[src/rtl/mac_array_3x3.sv]
// mac_array_3x3
// Compute stage behind the 3x3 operand memory bank. Nine unsigned MAC cells
// build C[i][j] = sum_k W[i][k]*X[k][j] from the three W-lane and three X-lane
// operands presented each cycle. When the bank raises unload_res, the cells
// freeze and the C elements inside rows x cols stream out in row-major order
// over a valid/ready handshake.
//
// Ports:
//   clk, rst_n                   clock (rising edge), async active-low reset
//   data_outw1..3                W lane i (lanes 1..3 -> i = 0..2), 4 bits
//   data_outx1..3                X lane j (lanes 1..3 -> j = 0..2), 4 bits
//   ld_mac, clear_mac            per-cell accumulate / clear, cell = 3*i + j
//   unload_res                   bank finished presenting all k steps
//   row_w, col_x                 number of C rows / columns to emit (0..3)
//   res_data, res_row, res_col   current result beat and its index
//   res_valid, res_ready         output handshake
//   res_last                     final beat of the job
//   busy                         high while draining
//   job_done                     one-cycle pulse after the drain completes
module mac_array_3x3 (
    input  logic       clk,
    input  logic       rst_n,
    input  logic [3:0] data_outw1,
    input  logic [3:0] data_outw2,
    input  logic [3:0] data_outw3,
    input  logic [3:0] data_outx1,
    input  logic [3:0] data_outx2,
    input  logic [3:0] data_outx3,
    input  logic [8:0] ld_mac,
    input  logic [8:0] clear_mac,
    input  logic       unload_res,
    input  logic [1:0] row_w,
    input  logic [1:0] col_x,
    output logic [9:0] res_data,
    output logic [1:0] res_row,
    output logic [1:0] res_col,
    output logic       res_valid,
    input  logic       res_ready,
    output logic       res_last,
    output logic       busy,
    output logic       job_done
);

    typedef enum logic [1:0] {
        ST_ACCUM,
        ST_DRAIN,
        ST_DONE
    } state_e;

    state_e     state_q, state_d;
    logic [9:0] acc_q [9];
    logic [9:0] acc_d [9];
    logic [1:0] rows_q, rows_d;
    logic [1:0] cols_q, cols_d;
    logic [9:0] res_data_q, res_data_d;
    logic [1:0] res_row_q, res_row_d;
    logic [1:0] res_col_q, res_col_d;
    logic       res_valid_q, res_valid_d;
    logic       res_last_q, res_last_d;
    logic       busy_q, busy_d;
    logic       job_done_q, job_done_d;

    logic [3:0] w_lane [3];
    logic [3:0] x_lane [3];
    logic [7:0] prod [3][3];

    // Beat to present next; the output row/col registers double as the
    // drain read pointer.
    logic       load_beat;
    logic       finish_job;
    logic [1:0] beat_r, beat_c;
    logic [1:0] beat_rows, beat_cols;
    logic [3:0] beat_idx;

    assign w_lane[0] = data_outw1;
    assign w_lane[1] = data_outw2;
    assign w_lane[2] = data_outw3;
    assign x_lane[0] = data_outx1;
    assign x_lane[1] = data_outx2;
    assign x_lane[2] = data_outx3;

    always_comb begin
        for (int i = 0; i < 3; i++) begin
            for (int j = 0; j < 3; j++) begin
                prod[i][j] = {4'b0000, w_lane[i]} * {4'b0000, x_lane[j]};
            end
        end
    end

    // Cells only move in ACCUM, and not in the cycle unload_res is seen,
    // so the first drained beat always reflects the frozen sums.
    always_comb begin
        for (int c = 0; c < 9; c++) begin
            acc_d[c] = acc_q[c];
        end
        if (state_q == ST_ACCUM && !unload_res) begin
            for (int i = 0; i < 3; i++) begin
                for (int j = 0; j < 3; j++) begin
                    if (clear_mac[3*i+j]) begin
                        acc_d[3*i+j] = '0;
                    end else if (ld_mac[3*i+j]) begin
                        acc_d[3*i+j] = acc_q[3*i+j] + {2'b00, prod[i][j]};
                    end
                end
            end
        end
    end

    always_comb begin
        state_d     = state_q;
        rows_d      = rows_q;
        cols_d      = cols_q;
        res_data_d  = res_data_q;
        res_row_d   = res_row_q;
        res_col_d   = res_col_q;
        res_valid_d = res_valid_q;
        res_last_d  = res_last_q;
        busy_d      = busy_q;
        job_done_d  = 1'b0;
        load_beat   = 1'b0;
        finish_job  = 1'b0;
        beat_r      = '0;
        beat_c      = '0;
        beat_rows   = rows_q;
        beat_cols   = cols_q;

        case (state_q)
            ST_ACCUM: begin
                if (unload_res) begin
                    state_d   = ST_DRAIN;
                    rows_d    = row_w;
                    cols_d    = col_x;
                    busy_d    = 1'b1;
                    beat_rows = row_w;
                    beat_cols = col_x;
                    // An empty job issues no beats at all.
                    load_beat = (row_w != 2'd0) && (col_x != 2'd0);
                end
            end
            ST_DRAIN: begin
                if (!res_valid_q) begin
                    finish_job = 1'b1;
                end else if (res_ready) begin
                    if (res_last_q) begin
                        finish_job = 1'b1;
                    end else begin
                        load_beat = 1'b1;
                        if (res_col_q == cols_q - 2'd1) begin
                            beat_r = res_row_q + 2'd1;
                            beat_c = 2'd0;
                        end else begin
                            beat_r = res_row_q;
                            beat_c = res_col_q + 2'd1;
                        end
                    end
                end
            end
            ST_DONE: begin
                // Wait for unload_res to drop so a held-high level never
                // starts a second drain.
                if (!unload_res) begin
                    state_d = ST_ACCUM;
                end
            end
            default: begin
                state_d = ST_ACCUM;
            end
        endcase

        beat_idx = ({2'b00, beat_r} * 4'd3) + {2'b00, beat_c};

        if (load_beat) begin
            res_valid_d = 1'b1;
            res_data_d  = acc_q[beat_idx];
            res_row_d   = beat_r;
            res_col_d   = beat_c;
            res_last_d  = (beat_r == beat_rows - 2'd1) && (beat_c == beat_cols - 2'd1);
        end

        if (finish_job) begin
            state_d     = ST_DONE;
            busy_d      = 1'b0;
            job_done_d  = 1'b1;
            res_valid_d = 1'b0;
            res_last_d  = 1'b0;
            res_data_d  = '0;
            res_row_d   = '0;
            res_col_d   = '0;
        end
    end

    always_ff @(posedge clk or negedge rst_n) begin
        if (!rst_n) begin
            state_q     <= ST_ACCUM;
            for (int c = 0; c < 9; c++) begin
                acc_q[c] <= '0;
            end
            rows_q      <= '0;
            cols_q      <= '0;
            res_data_q  <= '0;
            res_row_q   <= '0;
            res_col_q   <= '0;
            res_valid_q <= 1'b0;
            res_last_q  <= 1'b0;
            busy_q      <= 1'b0;
            job_done_q  <= 1'b0;
        end else begin
            state_q     <= state_d;
            for (int c = 0; c < 9; c++) begin
                acc_q[c] <= acc_d[c];
            end
            rows_q      <= rows_d;
            cols_q      <= cols_d;
            res_data_q  <= res_data_d;
            res_row_q   <= res_row_d;
            res_col_q   <= res_col_d;
            res_valid_q <= res_valid_d;
            res_last_q  <= res_last_d;
            busy_q      <= busy_d;
            job_done_q  <= job_done_d;
        end
    end

    assign res_data  = res_data_q;
    assign res_row   = res_row_q;
    assign res_col   = res_col_q;
    assign res_valid = res_valid_q;
    assign res_last  = res_last_q;
    assign busy      = busy_q;
    assign job_done  = job_done_q;

endmodule

[config.mk]
export PLATFORM = sky130hd
export DESIGN_NAME = mac_array_3x3
export DESIGN_NICKNAME = d
export VERILOG_FILES = /design/src/rtl/mac_array_3x3.sv
export SDC_FILE = /design/constraint.sdc
export NUM_CORES = 1
export LEC_CHECK = 0
export ABC_AREA = 1
export BUFFER_PORTS_ARGS = -buffer_cell sky130_fd_sc_hd__buf_2
export CELL_PAD_IN_SITES_DETAIL_PLACEMENT = 0
export CELL_PAD_IN_SITES_GLOBAL_PLACEMENT = 1
export CORE_MARGIN = 5
export CORE_UTILIZATION = 35
export DETAILED_ROUTE_END_ITERATION = 10
export PLACE_DENSITY = 0.74
export SYNTH_ARGS = -nofsm -noshare
export SYNTH_HDL_FRONTEND = slang
export SYNTH_SLANG_ARGS = --single-unit
[constraint.sdc]
create_clock -name clk -period 2.8 [get_ports clk]
set_input_delay 0.42 -clock clk [delete_from_list [all_inputs] [get_ports clk]]
set_output_delay 0.42 -clock clk [all_outputs]
set_load 0.005 [all_outputs]
==> results of run 1 <==
[final cells by class]
cell class / instances / area, µm² / share of cell area, %
flip-flops and latches: 114 / 2860 / 16.8
repair buffers: 296 / 2410 / 14.1
clock buffers: 18 / 439 / 2.58
inverters: 388 / 1460 / 8.60
clock inverters: 14 / 180 / 1.06
multi-input cells: 1142 / 9100 / 53.5
well taps: 461 / 577 / 3.39
[routing by layer]
metal / track usage (%) / vias to the layer above / share of wire (%)
met1: 27.7 / 5695 / 46
met2: 32.7 / 207 / 48
li1: - / 5906 / -
met5: 0 / - / 0
met3: 2.51 / 56 / 3.5
met4: 6.18 / 0 / 2.5
[timing repair]
action | 4_1_cts | 5_1_grt
setup buffers | 30 | 9
pin swaps | 71 | 132
setup endpoints to repair | 50 | 54
hold buffers | 1 | 0
gates resized for setup | 144 | 124
hold endpoints to repair | 20 | 0
gates cloned | 0 | 0
[power by group]
| group | internal [W] | switching (W) | leakage, nW | total (W) |
|---|---|---|---|---|
| logic | 0.00403 | 0.00517 | 7.69 | 0.00920 |
| registers | 0.00223 | 0.000446 | 1.51 | 0.00268 |
| clock network | 0.00144 | 0.000962 | 0.291 | 0.00240 |
| total | 0.00770 | 0.00658 | 9.48 | 0.0143 |
[worst max-delay path, delay by kind of cell, from the launching register on]
family,cells,cell delay (ps)
simple gates,10,800
fa+ha+maj,3,1190
buf+inv,5,460
flops,1,430
compound gates,1,80
[metrics by stage]
step | setup TNS (ps) | hold slack (ps)
2_1_floorplan | -10230 | 124
3_3_place_gp | -31640 | 363
3_5_place_dp | -34040 | 362
4_1_cts | -3680 | 234
5_1_grt | -6930 | 265
6_report | -2800 | 262
[how the worst max path moves through the flow]
stage | start | to | slack [ps] | depth (start not counted)
finish | cols_q[1]$_DFF_PN0_ | res_data[5]$_DFFE_PN0P_ | -290 | 19
CTS | cols_q[0]$_DFF_PN0_ | res_data[3]$_DFFE_PN0P_ | -330 | 19
detailed placement | data_outw3[2] | acc_q[16]$_DFFE_PN0P_ | -680 | 14
floorplan | data_outw2[0] | acc_q[48]$_DFFE_PN0P_ | -390 | 14
global placement | data_outw3[2] | acc_q[26]$_DFFE_PN0P_ | -650 | 14
global route | cols_q[1]$_DFF_PN0_ | res_data[3]$_DFFE_PN0P_ | -430 | 18
[registers in the layout, summed over array words and instances, names as in the netlist]
| signal | cells |
|---|---|
| acc_q | 90 |
| busy | 1 |
| cols_q | 2 |
| job_done | 1 |
| res_col | 2 |
| res_data | 10 |
| res_last | 1 |
| res_row | 2 |
| res_valid | 1 |
| rows_q | 2 |
| state_q | 2 |
[cell families (layout without fill, tap and decap cells)]
| group | count (synthesis) | in the layout | synth area share (%) |
|---|---|---|---|
| flip-flops | 114 | 114 | 22.9 |
| buffers and inverters | 438 | 716 | 13.4 |
| adder cells (fa/ha/maj) | 248 | 248 | 30.0 |
| AND/OR/NAND/NOR | 593 | 593 | 20.1 |
| AO/OA/AOI/OAI | 289 | 289 | 12.7 |
| XOR/XNOR | 12 | 12 | 0.844 |
[cell usage after synthesis]
master      n
a21oi_1   117
a21oi_2     1
a22o_1      3
a22oi_1     1
a31oi_1    16
buf_2      20
buf_4       1
clkbuf_1   29
clkinv_1    1
dfrtp_1   114
fa_1       84
ha_1      164
inv_1     380
inv_2       6
inv_4       1
nand2_1   361
nand2_2     6
nand3_1   104
nand3_2     2
nand3_4     2
nand4_1    16
nor2_1     87
nor2_2      4
nor2_4      4
nor3_1      3
o211ai_1   16
o21ai_0    93
o21ai_1     6
o221ai_1    5
o22ai_1    29
o31a_1      1
o31ai_1     1
or2_1       1
or2_2       3
xnor2_1     9
xor2_1      3
==> impl_metrics.toml, run 1 <==
[run_status]
status = "finished, violations left"
violations = "setup timing"

[logic_synthesis]
yosysWarningCount = 0
seq_area_frac_synth_pct = 22.9
ys_ff_latch = 114
syn_area_per_cell_um2 = 7.35
synth_area_mm2 = 0.0125
synthCells = 1694
synth_top_area_share_pct = 22.9
syn_nets = 1992
synth_top_area_cell = "dfrtp_1"
synth.area.top_cells = "dfrtp_1 23%, ha_1 16%, fa_1 13%"
ys_types = 36

[worst_setup_path]
worst_ep_required_time_ps = 3130
critPathArrivalTime_ps = 3420
cp_common_cell = "nand2_2"
r2r_end = "res_data[5]$_DFFE_PN0P_"
cp_slowest_cell = "fa_2"
path_cells = "inv_2 -> nand2_2 -> nand2_1 -> nand2_2 -> nand3_4 -> nand2_2 -> nand2_2 -> nand2_4 -> fa_1 -> inv_1 -> ha_2 -> inv_2 -> fa_2 -> clkinv_4 -> buf_6 -> o221ai_1 -> nand3_2 -> nand3_1 -> nand2_1"
rrSetupSlack_ps = -290
reg2reg_from = "cols_q[1]$_DFF_PN0_"
worstSetupPathType = "reg2reg"
rr_worst_depth = 19
cp-start-kind = "flop"
end_kind = "flop"
slowest_delay_ps = 600
path_max_fanout = 7

[place]
place_inst = 2367
port-buffer-count = 67
dp_hpwl_mm = 30.7
gp_congestion = 0.912
placed_area_mm2 = 0.0152
dp_worst_setup_slack_ps = -681

[layout]
area.growth.synth_to_final_pct = 36.7
nets = 2257
n_antenna_cell = 0
final_util_pct = 48.2
final_cells = 2433
drive_gt1_share_pct = 29.0
final_cell_mix = "356 x inv_1, 302 x nand2_1, 211 x buf_4"
final_common_cell = "inv_1"
fill_cells = 3429
design_area_mm2 = 0.0170

[detailed_routing]
via_per_inst = 4.88
firstDrtPassIters = 4
routed_wl_mm = 38.8
wl_per_cell_um = 16.0
drt_iter0_drc = 575
drc = 0
postRouteAntennaNets = 0
dr_total_vias = 11900

[sta]
period_share_pct = 110
slew_violations = 0
clock_skew_ps = 8.78
timing.final.ws_setup_ps = -291
finalCriticalPeriod_ps = 3090
hold_violations = 0
relSlewSlack_pct = 66.0
rsz0062_at_grt = "yes"
max_freq_mhz = 324
setup_viol = 18
tightestPinTransition_ps = 511

[grt]
grtUsageTotal_pct = 20.0
grt_max_degree = 57
grt_pass1_wl_mm = 62.3
overflow = 0
antenna_found_initial = 0
grt_pass1_vias = 11800

[die]
die_w_um = 199
initial_core_util_pct = 35.3
rows = 69
io_pins = 68
die_h_um = 199
core_area_mm2 = 0.0353
die-area_mm2 = 0.0395

[clock_network]
clk_pin_slew_worst_paths_ps = 60
htreeDepth = 4
numCtsBuffers = 17
clock_path_buffers = 2
cts_tree = "yes"
root_buffer = "clkbuf_16"
insertion_delay_ps = 440
cts.sinks = 114

[power_and_ir_drop]
p_leak_nw = 9.48
ir_worst_vdd_v = 0.000560
cellPowerDensity_mw_per_mm2 = 839
finalPower_w = 0.0143

[hold_path]
hold_path_end = "cols_q[1]$_DFF_PN0_"
hp-class = "in2reg"
hold_start = "col_x[1]"
hold_depth = 3

[flow_run]
drv_cap = 0
Power figures use the tool's default switching activity.
==> run 2, diff against run 1 <==
--- a/config.mk
+++ b/config.mk
@@ -12,7 +12,7 @@
 export CORE_MARGIN = 5
 export CORE_UTILIZATION = 35
 export DETAILED_ROUTE_END_ITERATION = 10
-export PLACE_DENSITY = 0.74
+export PLACE_DENSITY = 0.78
 export SYNTH_ARGS = -nofsm -noshare
 export SYNTH_HDL_FRONTEND = slang
 export SYNTH_SLANG_ARGS = --single-unit
==> run 2 against run 1 <==
Net effect: the run still ends with setup timing left; global-route usage is 0.33 points lower; total power is 0.44% higher; worst hold slack worse by 200 ps; register-to-register slack worse by 70 ps; clock skew is 3.6 ps higher; cell count is 0.45% lower; sequential power hardly changed; setup slack worse by 74 ps; sequential share of layout area is 0.069 points lower; core utilization is 0.16 points higher; clock-buffer cell count is 1 lower; critical endpoint is now res_data[1]$_DFFE_PN0P_; largest cell class unchanged.
==> impl_metrics.toml, run 2 (synthesis results as in run 1) <==
[die]
die_w_um = 199
rows = 69
initial_core_util_pct = 35.3
core_area_mm2 = 0.0353
die_h_um = 199
die-area_mm2 = 0.0395
io_pins = 68

[sta]
rsz0062_at_grt = "yes"
relSlewSlack_pct = 53.5
tns_ps = -3660
slew_violations = 0
hold_violations = 0
timing.final.ws_setup_ps = -365
period_share_pct = 113
setup_viol = 30
clock_skew_ps = 12.4
finalCriticalPeriod_ps = 3170
max_freq_mhz = 316
tightestPinTransition_ps = 697

[layout]
n_antenna_cell = 0
largest_reg_flops = 90
regMostFlops = "acc_q"
final-seq-area_mm2 = 0.00285
nets = 2246
fill_cells = 3346
area.growth.synth_to_final_pct = 37.1
final_common_cell = "inv_1"
final_util_pct = 48.4
multi_input_area_mm2 = 0.00924
design_area_mm2 = 0.0171
drive_gt1_share_pct = 28.8
final_cell_mix = "358 x inv_1, 297 x nand2_1, 199 x buf_4"

[detailed_routing]
firstDrtPassIters = 5
wl_per_cell_um = 16.0
drt_iter0_drc = 668
routed_wl_mm = 38.8
via_per_inst = 4.89
postRouteAntennaNets = 0
dr_total_vias = 11900
drc = 0

[worst_setup_path]
cp-start-kind = "flop"
slowest_delay_ps = 500
path_cells = "nand2_1 -> nand2_2 -> nand2_2 -> nand3_4 -> nand2_2 -> nand2_2 -> nand2_4 -> fa_1 -> inv_1 -> ha_2 -> inv_2 -> fa_2 -> buf_6 -> buf_6 -> a31oi_4 -> o21ai_2 -> nand3_1 -> nand3_2 -> nand2_1"
end_kind = "flop"
worstSetupPathType = "reg2reg"
critPathBufInv = 4
path_max_fanout = 6
critPathArrivalTime_ps = 3540
worst_ep_required_time_ps = 3170
cp_slowest_cell = "fa_2"
crit_family = "adder cells"
cp_common_cell = "nand2_2"

[run_status]
status = "finished, violations left"
violations = "setup timing"

[grt]
grt_pass1_vias = 11800
grtUsageTotal_pct = 19.6
grt_pass1_wl_mm = 61.5
antenna_found_initial = 0
grt_max_degree = 115
overflow = 0

[place]
dp_hpwl_mm = 30.4
gp_congestion = 0.929
port-buffer-count = 67
placed_area_mm2 = 0.0152

[clock_network]
cts_tree = "yes"
numCtsBuffers = 17
hold_buffers = 0
insertion_delay_ps = 430
clock_path_buffers = 2
cts.sinks = 114
clk_pin_slew_worst_paths_ps = 70
root_buffer = "clkbuf_16"
htreeDepth = 4

[hold_path]
hp-class = "in2async"

[power_and_ir_drop]
p_leak_nw = 9.51
ir_worst_vdd_v = 0.000552
cellPowerDensity_mw_per_mm2 = 839

[flow_run]
drv_cap = 0
## run 2: what timing repair did
action | CTS | global route
gates resized for setup | 101 | 193
pin swaps | 54 | 133
setup endpoints to repair | 52 | 47
buffers inserted | 8 | 15
## run 2: final timing paths
kind                                              start                       to  slack (ps)  cells after the start
worst max-delay path                cols_q[0]$_DFF_PN0_  res_data[1]$_DFFE_PN0P_        -370                     19
worst min-delay path                              rst_n    acc_q[76]$_DFFE_PN0P_          60                      2
worst max register to register      cols_q[0]$_DFF_PN0_  res_data[1]$_DFFE_PN0P_        -370                     19
worst min register to register  res_data[5]$_DFFE_PN0P_  res_data[5]$_DFFE_PN0P_         480                      2
max in group asynchronous                         rst_n   res_col[1]$_DFFE_PN0P_        2170                      2
min in group clk                               col_x[1]      cols_q[1]$_DFF_PN0_         270                      3
## run 2: area by class of cell
class                      count  share of cell area (%)
clock buffer                  17                    2.49
clock inverter                15                   0.952
inverter                     388                    8.57
sequential                   114                    16.7
timing repair buffer         285                    13.8
multi-input combinational   1142                    54.1
tap                          461                    3.38
## run 2: per-layer routing
| metal | global-route usage (%) | part of all wire, % | vias up |
|---|---|---|---|
| li1 | - | - | 5901 |
| met1 | 26.9 | 46 | 5694 |
| met5 | 0 | 0 | - |
| met4 | 5.65 | 2.7 | 0 |
| met3 | 2.78 | 3.5 | 63 |
| met2 | 32.6 | 48 | 192 |
## run 2: per-stage QoR
step,hold slack (ps),total power [W],instances,setup slack [ps]
after floorplan,124,0.00784,1694,-393
after CTS,93.8,0.0134,2408,-408
after global placement,455,0.0106,2368,-638
final,59.8,0.0143,2422,-365
after global routing,127,0.0155,2422,-511
after detailed placement,465,0.0108,2368,-690
## run 2: power breakdown
part	internal (W)	switching, W
Combinational	0.00408	0.00534
Sequential	0.00223	0.000432
Clock	0.00127	0.000992
Total	0.00757	0.00676
==> run 3, diff against run 2 <==
--- a/config.mk
+++ b/config.mk
@@ -9,10 +9,12 @@
 export BUFFER_PORTS_ARGS = -buffer_cell sky130_fd_sc_hd__buf_2
 export CELL_PAD_IN_SITES_DETAIL_PLACEMENT = 0
 export CELL_PAD_IN_SITES_GLOBAL_PLACEMENT = 1
+export CORE_ASPECT_RATIO = 1.4
 export CORE_MARGIN = 5
-export CORE_UTILIZATION = 35
+export CORE_UTILIZATION = 42
 export DETAILED_ROUTE_END_ITERATION = 10
-export PLACE_DENSITY = 0.78
+export PLACE_DENSITY = 0.89
 export SYNTH_ARGS = -nofsm -noshare
 export SYNTH_HDL_FRONTEND = slang
 export SYNTH_SLANG_ARGS = --single-unit
+export TNS_END_PERCENT = 30
==> run 3 against run 2 <==
Net effect: the flow still finishes with violations (setup timing); global-route usage up 4.2 points; clock power down 2%; die area down 16%; sequential cell count unchanged; largest power group unchanged; cell count down 3.3%; critical endpoint is now res_last$_DFFE_PN0P_; worst hold slack better by 180 ps; clock-buffer cell count up 3; non-clock buffer count up 2; design area down 3.8%.
==> impl_metrics.toml, run 3 (synthesis results as in run 1) <==
[grt]
grtUsageTotal_pct = 23.9
grt_pass1_vias = 12500
grt_pass1_wl_mm = 62.4
overflow = 0
grt_max_degree = 59
antenna_found_initial = 0

[detailed_routing]
firstDrtPassIters = 6
via_per_inst = 5.18
wl_met3_mm = 1.72
drc = 0
drt_iter0_drc = 771
postRouteAntennaNets = 0
wl_met1_mm = 14.8
met2_length_mm = 20.0
dr_total_vias = 12100
routed_wl_mm = 38.8
highest_layer = "met4"
wl_per_cell_um = 16.5

[clock_network]
root_buffer = "clkbuf_16"
cts_tree = "yes"
numCtsBuffers = 17
insertion_delay_ps = 450
clk_pin_slew_worst_paths_ps = 60
cts.sinks = 114
clock_path_buffers = 2
htreeDepth = 4

[die]
die_h_um = 214
die_w_um = 156
io_pins = 68
initial_core_util_pct = 42.6
core_area_mm2 = 0.0293
rows = 74
die-area_mm2 = 0.0333

[power_and_ir_drop]
ir_worst_vdd_v = 0.000398
p_leak_nw = 9.31
cellPowerDensity_mw_per_mm2 = 840

[layout]
largest_reg_flops = 90
nets = 2248
drive_gt1_share_pct = 25.5
multi_input_area_mm2 = 0.00875
final_util_pct = 56.1
regMostFlops = "acc_q"
area.growth.synth_to_final_pct = 31.9
final_common_cell = "inv_1"
final_cell_mix = "366 x inv_1, 321 x nand2_1, 205 x buf_4"
final-seq-area_mm2 = 0.00286
design_area_mm2 = 0.0164
fill_cells = 2681
n_antenna_cell = 0

[worst_setup_path]
worst_ep_required_time_ps = 3190
end_kind = "flop"
critPathArrivalTime_ps = 3630
cp-start-kind = "flop"
path_max_fanout = 4
worstSetupPathType = "reg2reg"

[place]
port-buffer-count = 67
placed_area_mm2 = 0.0148
gp_congestion = 0.935
dp_hpwl_mm = 30.2
dp_worst_setup_slack_ps = -711

[hold_path]
hp-class = "in2reg"

[sta]
timing.final.ws_setup_ps = -438
finalCriticalPeriod_ps = 3240
relSlewSlack_pct = 63.0
rsz0062_at_grt = "yes"
setup_viol = 17
tightestPinTransition_ps = 556
slew_violations = 0
hold_violations = 0
period_share_pct = 116
max_freq_mhz = 309
clock_skew_ps = 8.38

[run_status]
violations = "setup timing"
status = "finished, violations left"

[flow_run]
drv_cap = 0
-- run 3: timing repair --
| item | 4_1_cts | 5_1_grt |
|---|---|---|
| endpoints found under the setup margin | 55 | 51 |
| resized for setup | 96 | 116 |
| setup buffers | 21 | 5 |
| hold buffers | 1 | 0 |
| pin swaps | 43 | 66 |
| hold endpoints to repair | 30 | 0 |
| gates cloned | 1 | 0 |
-- run 3: stage by stage --
step | instances | TNS, ps | power [W] | hold WS (ps)
floorplan | 1694 | -12910 | 0.00750 | 124
global placement | 2283 | -33770 | 0.0103 | 421
detailed placement | 2283 | -36320 | 0.0104 | 415
CTS | 2338 | -3340 | 0.0132 | 223
global route | 2343 | -8560 | 0.0149 | 276
finish | 2343 | -4260 | 0.0138 | 244
-- run 3: path summary, 6_finish.rpt --
check,to,slack [ps],startpoint,cells after the start
min in group asynchronous,acc_q[63]$_DFFE_PN0P_,470,rst_n,2
worst max-delay path,res_last$_DFFE_PN0P_,-440,cols_q[0]$_DFF_PN0_,25
worst min-delay path,acc_q[89]$_DFFE_PN0P_,240,clear_mac[0],4
worst max register to register,res_last$_DFFE_PN0P_,-440,cols_q[0]$_DFF_PN0_,25
worst min register to register,res_data[5]$_DFFE_PN0P_,480,res_data[5]$_DFFE_PN0P_,2
max in group asynchronous,cols_q[1]$_DFF_PN0_,1550,rst_n,3
-- run 3: layer usage --
metal,GRT usage [%],vias up
li1,-,5886
met5,0,-
met3,3.45,115
met2,42.7,363
met1,26.9,5774
met4,14.2,0
-- run 3: area by class of cell --
cell class,instances,share of cell area (%)
inverters,388,8.91
well taps,380,2.89
multi-input cells,1142,53.3
flip-flops and latches,114,17.4
clock inverters,12,0.746
clock buffers,20,2.78
repair buffers,287,14.0
-- run 3: power by group --
part	switching, W	internal [W]	total (W)
Combinational	0.00508	0.00386	0.00894
Clock	0.000936	0.00128	0.00222
Sequential	0.000417	0.00223	0.00265
-- run 3: critical path, cell delays in order (launching register included) --
cell	delay, ps
dfrtp_1	400
buf_4	150
xor2_2	160
nand3_4	120
nand2_2	90
nand2_2	60
buf_4	130
buf_4	120
buf_4	120
buf_4	120
buf_4	120
buf_4	120
buf_4	120
buf_4	120
buf_4	120
buf_4	120
buf_4	120
buf_4	120
buf_4	120
buf_4	120
buf_4	130
nand3_2	70
nand2_1	90
nand2_1	90
nand3_2	80
nand2_1	70
